<file path="src/rtl/eth_recv.sv">
// MII nibble receiver: preamble/SFD detect, destination filter, header strip, CRC-32 check, FCS strip.
// Payload byte N leaves 1 cycle after byte N+5 completes; no backpressure, the sink must take every beat.
module eth_recv #(
  parameter logic ACCEPT_BCAST = 1'b1,
  parameter logic PROMISC      = 1'b0
) (
  input  logic        clk,
  input  logic        rst_n,
  input  logic [47:0] local_mac,
  input  logic [3:0]  rxd,
  input  logic        rx_dv,
  input  logic        rx_er,
  output logic [7:0]  m_axis_tdata,
  output logic        m_axis_tvalid,
  output logic        m_axis_tlast,
  output logic        m_axis_tuser,
  output logic [47:0] rx_dst_mac,
  output logic [47:0] rx_src_mac,
  output logic [15:0] rx_eth_type,
  output logic        rx_hdr_valid,
  output logic [15:0] good_frames,
  output logic [15:0] bad_frames
);

  typedef enum logic [2:0] {IDLE, PREAMBLE, HEADER, PAYLOAD, DROP} state_t;

  localparam logic [31:0] CRC_INIT    = 32'hFFFF_FFFF;
  localparam logic [31:0] CRC_RESIDUE = 32'hDEBB_20E3;
  localparam logic [47:0] BCAST_MAC   = 48'hFFFF_FFFF_FFFF;

  state_t          state;
  state_t          next_state;
  logic            phase;
  logic [3:0]      lo_nib;
  logic [3:0]      byte_idx;
  logic [31:0]     crc;
  logic            err;
  logic [4:0][7:0] dline;
  logic [2:0]      dcount;

  logic [7:0]      cur_byte;
  logic            byte_done;
  logic [31:0]     crc_upd;
  logic [47:0]     dst_full;
  logic            dst_ok;
  logic            frame_bad;

  function automatic logic [31:0] crc_byte(input logic [31:0] c, input logic [7:0] d);
    logic [31:0] r;
    r = c;
    for (int i = 0; i < 8; i++)
      r = (r[0] ^ d[i]) ? ((r >> 1) ^ 32'hEDB8_8320) : (r >> 1);
    return r;
  endfunction

  assign cur_byte  = {rxd, lo_nib};
  assign byte_done = rx_dv && phase && (state == HEADER || state == PAYLOAD);
  assign crc_upd   = crc_byte(crc, cur_byte);
  assign dst_full  = {rx_dst_mac[39:0], cur_byte};
  assign dst_ok    = PROMISC || (dst_full == local_mac) || (ACCEPT_BCAST && dst_full == BCAST_MAC);
  // A dangling nibble means the frame ended mid-byte.
  assign frame_bad = (crc != CRC_RESIDUE) || err || phase;

  always_ff @(posedge clk or negedge rst_n) begin
    if (!rst_n) state <= IDLE;
    else        state <= next_state;
  end

  always_comb begin
    next_state = state;
    case (state)
      IDLE:     if (rx_dv) next_state = (rxd == 4'h5) ? PREAMBLE : DROP;
      PREAMBLE: begin
        if (!rx_dv)              next_state = IDLE;
        else if (rxd == 4'hD)    next_state = HEADER;
        else if (rxd != 4'h5)    next_state = DROP;
      end
      HEADER: begin
        if (!rx_dv)                                    next_state = IDLE;
        else if (phase && byte_idx == 4'd5 && !dst_ok) next_state = DROP;
        else if (phase && byte_idx == 4'd13)           next_state = PAYLOAD;
      end
      PAYLOAD:  if (!rx_dv) next_state = IDLE;
      DROP:     if (!rx_dv) next_state = IDLE;
      default:  next_state = IDLE;
    endcase
  end

  always_ff @(posedge clk or negedge rst_n) begin
    if (!rst_n) begin
      m_axis_tdata  <= 8'h00;
      m_axis_tvalid <= 1'b0;
      m_axis_tlast  <= 1'b0;
      m_axis_tuser  <= 1'b0;
      rx_dst_mac    <= 48'h0;
      rx_src_mac    <= 48'h0;
      rx_eth_type   <= 16'h0;
      rx_hdr_valid  <= 1'b0;
      good_frames   <= 16'h0;
      bad_frames    <= 16'h0;
      phase         <= 1'b0;
      lo_nib        <= 4'h0;
      byte_idx      <= 4'h0;
      crc           <= CRC_INIT;
      err           <= 1'b0;
      dline         <= '0;
      dcount        <= 3'd0;
    end else begin
      m_axis_tvalid <= 1'b0;
      m_axis_tlast  <= 1'b0;
      m_axis_tuser  <= 1'b0;
      rx_hdr_valid  <= 1'b0;
      case (state)
        PREAMBLE: begin
          if (rx_dv && rxd == 4'hD) begin
            phase    <= 1'b0;
            byte_idx <= 4'h0;
            err      <= 1'b0;
            crc      <= CRC_INIT;
            dcount   <= 3'd0;
          end
        end
        HEADER, PAYLOAD: begin
          if (rx_dv) begin
            if (rx_er) err <= 1'b1;
            phase <= ~phase;
            if (!phase) lo_nib <= rxd;
            else        crc    <= crc_upd;
          end
          if (!rx_dv && state == HEADER) bad_frames <= bad_frames + 16'd1;
          if (byte_done && state == HEADER) begin
            byte_idx <= byte_idx + 4'd1;
            if (byte_idx < 4'd6)       rx_dst_mac  <= dst_full;
            else if (byte_idx < 4'd12) rx_src_mac  <= {rx_src_mac[39:0], cur_byte};
            else                       rx_eth_type <= {rx_eth_type[7:0], cur_byte};
            if (byte_idx == 4'd13) rx_hdr_valid <= 1'b1;
          end
          // Five-byte delay keeps the FCS from ever reaching the output.
          if (byte_done && state == PAYLOAD) begin
            dline <= {dline[3:0], cur_byte};
            if (dcount == 3'd5) begin
              m_axis_tdata  <= dline[4];
              m_axis_tvalid <= 1'b1;
            end else begin
              dcount <= dcount + 3'd1;
            end
          end
          if (!rx_dv && state == PAYLOAD) begin
            if (dcount == 3'd5) begin
              m_axis_tdata  <= dline[4];
              m_axis_tvalid <= 1'b1;
              m_axis_tlast  <= 1'b1;
              m_axis_tuser  <= frame_bad;
              if (frame_bad) bad_frames  <= bad_frames + 16'd1;
              else           good_frames <= good_frames + 16'd1;
            end else begin
              bad_frames <= bad_frames + 16'd1;
            end
          end
        end
        default: ;
      endcase
    end
  end

endmodule

</file>
<file path="config.mk">
export PLATFORM = sky130hd
export DESIGN_NAME = eth_recv
export DESIGN_NICKNAME = d
export VERILOG_FILES = /design/src/rtl/eth_recv.sv
export SDC_FILE = /design/constraint.sdc
export NUM_CORES = 1
export LEC_CHECK = 0
export BUFFER_PORTS_ARGS = -buffer_cell sky130_fd_sc_hd__buf_2
export CAP_MARGIN = 20
export CORE_AREA = 4 4 153 155
export CTS_CLUSTER_DIAMETER = 30
export DETAILED_ROUTE_END_ITERATION = 10
export DIE_AREA = 0 0 157 159
export HOLD_SLACK_MARGIN = 0.1
export PLACE_DENSITY = 0.84
export RECOVER_POWER = 100
export SLEW_MARGIN = 10
export SYNTH_ARGS = -nofsm -noshare
export SYNTH_HDL_FRONTEND = slang
export SYNTH_SLANG_ARGS = --single-unit
</file>
<file path="constraint.sdc">
create_clock -name clk -period 2.8 [get_ports clk]
set_input_delay 0.56 -clock clk [delete_from_list [all_inputs] [get_ports clk]]
set_output_delay 0.56 -clock clk [all_outputs]
set_load 0.03 [all_outputs]
</file>
==> results.txt <==
Status - finished with violations
Failing checks - capacitance limit, slew limit
Hold/Removal Path Class - in -> reg
EDFF count, synth - 0
Final Hold Viols - 0
Clk Latency, worst-skew pair - 540 ps
Post-CTS Setup Bufs - 0
Syn Nets - 907
Global-route wire length before repair - 43800 µm
Max FO, Critical Path - 27
Drt wl/cell - 19.5 µm
Vias in the first global route - 8098
Part of the power in registers - 38.2%
Ys Warns - 0
Seq/Total Area, Yosys - 56.2%
Fmax - 0.405 GHz
Share of layout cells above drive strength 1 - 30.8%
Gpl congestion - 0.907
Mapped Area - 0.0109 mm²
Final WL - 27300 µm
Post-route cell area - 0.0137 mm²
Top-area cell type share of the netlist area - 48.5%
Final nets - 1148
Number of I/O pins - 212
Initial antenna violation count - 0
Period Utilization, post-route - 88.1%
Max IR drop VDD - 464 µV
DR vias/cell - 5.48
Rows - 54
Clock transition at path regs - 50 ps
Die area - 0.0250 mm²
Top_reg_cell synth - dfrtp_1
Gr ovfl total - 0
Critical Path AT - 2880 ps
Clock Skew - 20.8 ps
Max capacitance violation total - 1
Slew Limit Headroom - -4.19%
Tot Pwr - 9330 µW
Sink Count - 244
Starting Density - 50.1%
P_int - 7320 µW
Sum Neg Setup Slack - 0 ps
Yosys reg bits - 244
Synth Instances - 845
Pre-CTS WS - 257 ps
CTS tree - built
Critical Path Start Type - flop
NetSw - 2020 µW
Tot GR Track Use - 21.9%
Avg Cell Area, Syn - 13.0 µm²
# setup viols final - 0
Hpwl dp - 18700 µm
Post-DRT Antenna Nets - 0
Switching share of power - 21.6%
Input/output buffers - 211
Initial DRC Count - 338
Post-DP Area - 0.0124 mm²
CP endpoint kind - flop
Synth unique cells - 49
Via count - 7682
Residual DRC count - 0
Largest cells by area after synthesis - dfrtp_1, mux2_2, xnor2_1
RSZ-0062 raised after global routing - no
Power density over cell area - 681 mW/mm²
Comb pwr share - 3.5%
CP required - 3220 ps
CTS root buf - clkbuf_16
Max-slew violations - 57
Worst Max-Slew Pin Slew - 1560 ps
Synth async-reset ratio - 100%
Crit Path Class - reg -> reg
Hold WS - 386 ps
DRT Pass-1 Iters - 5
Die Width - 157 µm
Num CTS Buffers - 44
Fin crit period - 2470 ps
Yosys top cell by area - dfrtp_1
CORE AREA - 0.0218 mm²
Clk pwr share - 58.2%
LEAKAGE - 0.00619 µW
Die Span Y - 159 µm
Area Overhead vs Synth - 25.3%
Setup slack after layout - 332 ps
H-tree depth - 2
Largest net degree at the start of global routing - 62
Max Root-Sink Buffers - 3
## metal layers
metal	global-route usage (%)	routed length, µm
met5	0	0
met4	6.75	597
met3	4.78	1760
met2	37.6	14200
met1	27.7	10800
## layout by cell type, fill, tap and decap left out, types with 9 or more instances in the layout
cell       count
dfrtp_1      212
clkbuf_1     171
mux2_2       163
xnor2_1      117
buf_2         54
clkbuf_16     44
nand4_1       35
dfstp_2       31
xor2_1        30
nor2_1        29
a21oi_1       26
nor3_1        24
nand2_1       22
nand3_1       16
o21ai_0       15
buf_4          9
## layout make-up
cell class	count	area, µm²
clock inverter	25	333
antenna	1	2.50
multi-input combinational	553	4590
tap	280	350
inverter	8	30.0
timing repair buffer	235	1050
sequential	244	6150
fill	1715	8110
clock buffer	57	1210
## synth_stat cells, types with 3 or more instances
cell type / n
a21oi_1: 26
o21ai_0: 15
ha_1: 6
buf_1: 5
o22a_1: 5
nand3_1: 16
nor2_1: 30
nand4b_1: 8
dfstp_2: 32
nor3_1: 24
dfrtp_1: 212
nand2_1: 22
clkbuf_1: 21
nand2b_1: 4
mux2_2: 165
nand3b_1: 3
a31oi_1: 4
nor3b_1: 3
xnor2_2: 3
and2_1: 3
nor4_1: 8
xor2_1: 30
xnor2_1: 116
nand4_1: 35
inv_1: 8
buf_2: 13
## per-stage QoR
stage / utilization [%] / cells
after floorplan: - / 845
after global placement: 57.0 / 1319
after detailed placement: 57.0 / 1319
after CTS: 64.1 / 1402
after global routing: 62.8 / 1402
final: 62.8 / 1403
## power by group through the flow
stage | sequential (µW) | clock (µW) | combinational, µW
after detailed placement | 3620 | 0 | 335
after CTS | 3570 | 5500 | 338
final | 3570 | 5440 | 329
after floorplan | 3620 | 0 | 164
after global routing | 3570 | 5690 | 365
after global placement | 3620 | 0 | 328
## kinds of logic (layout without fill, tap and decap cells)
logic type,count (synthesis),in the layout,share of synthesized area (%)
flops,244,244,56.2
simple gates,174,174,9.02
mux,166,166,17.1
xor+xnor,149,149,12.1
compound gates,58,58,3.10
buf+inv,48,325,1.83
fa+ha+maj,6,6,0.686
other cells,0,1,0
## worst paths after layout
kind,startpoint,endpoint,slack [ps],cells after the start
worst max-delay path,state[1],rx_src_mac[32],330,5
worst min-delay path,rx_er,err,390,3
worst max register to register,state[1],rx_src_mac[32],330,5
worst min register to register,bad_frames[15],bad_frames[15],470,1
max in group asynchronous,rst_n,dline[4],740,3
min in group asynchronous,rst_n,dcount[2],960,2
## flip-flops by register name, indices dropped and copies added (netlist names), 3 cells and up
signal        cells
bad_frames       16
byte_idx          4
crc              32
dcount            3
dline            40
good_frames      16
lo_nib            4
m_axis_tdata      8
rx_dst_mac       48
rx_eth_type      16
rx_src_mac       48
state             3
## worst max-delay path, cell delays in order (launching register included)
cell	delay [ps]
dfrtp_1	500
and4b_1	330
nand2b_1	170
nor2_4	340
clkbuf_2	590
mux2_2	420
## timing repair
| item | in CTS | in global routing |
|---|---|---|
| hold buffers | 1 | 0 |
| gates resized for setup | 0 | 0 |
| hold endpoints to repair | 41 | 0 |
No activity file was read; power rests on OpenSTA's default activity.
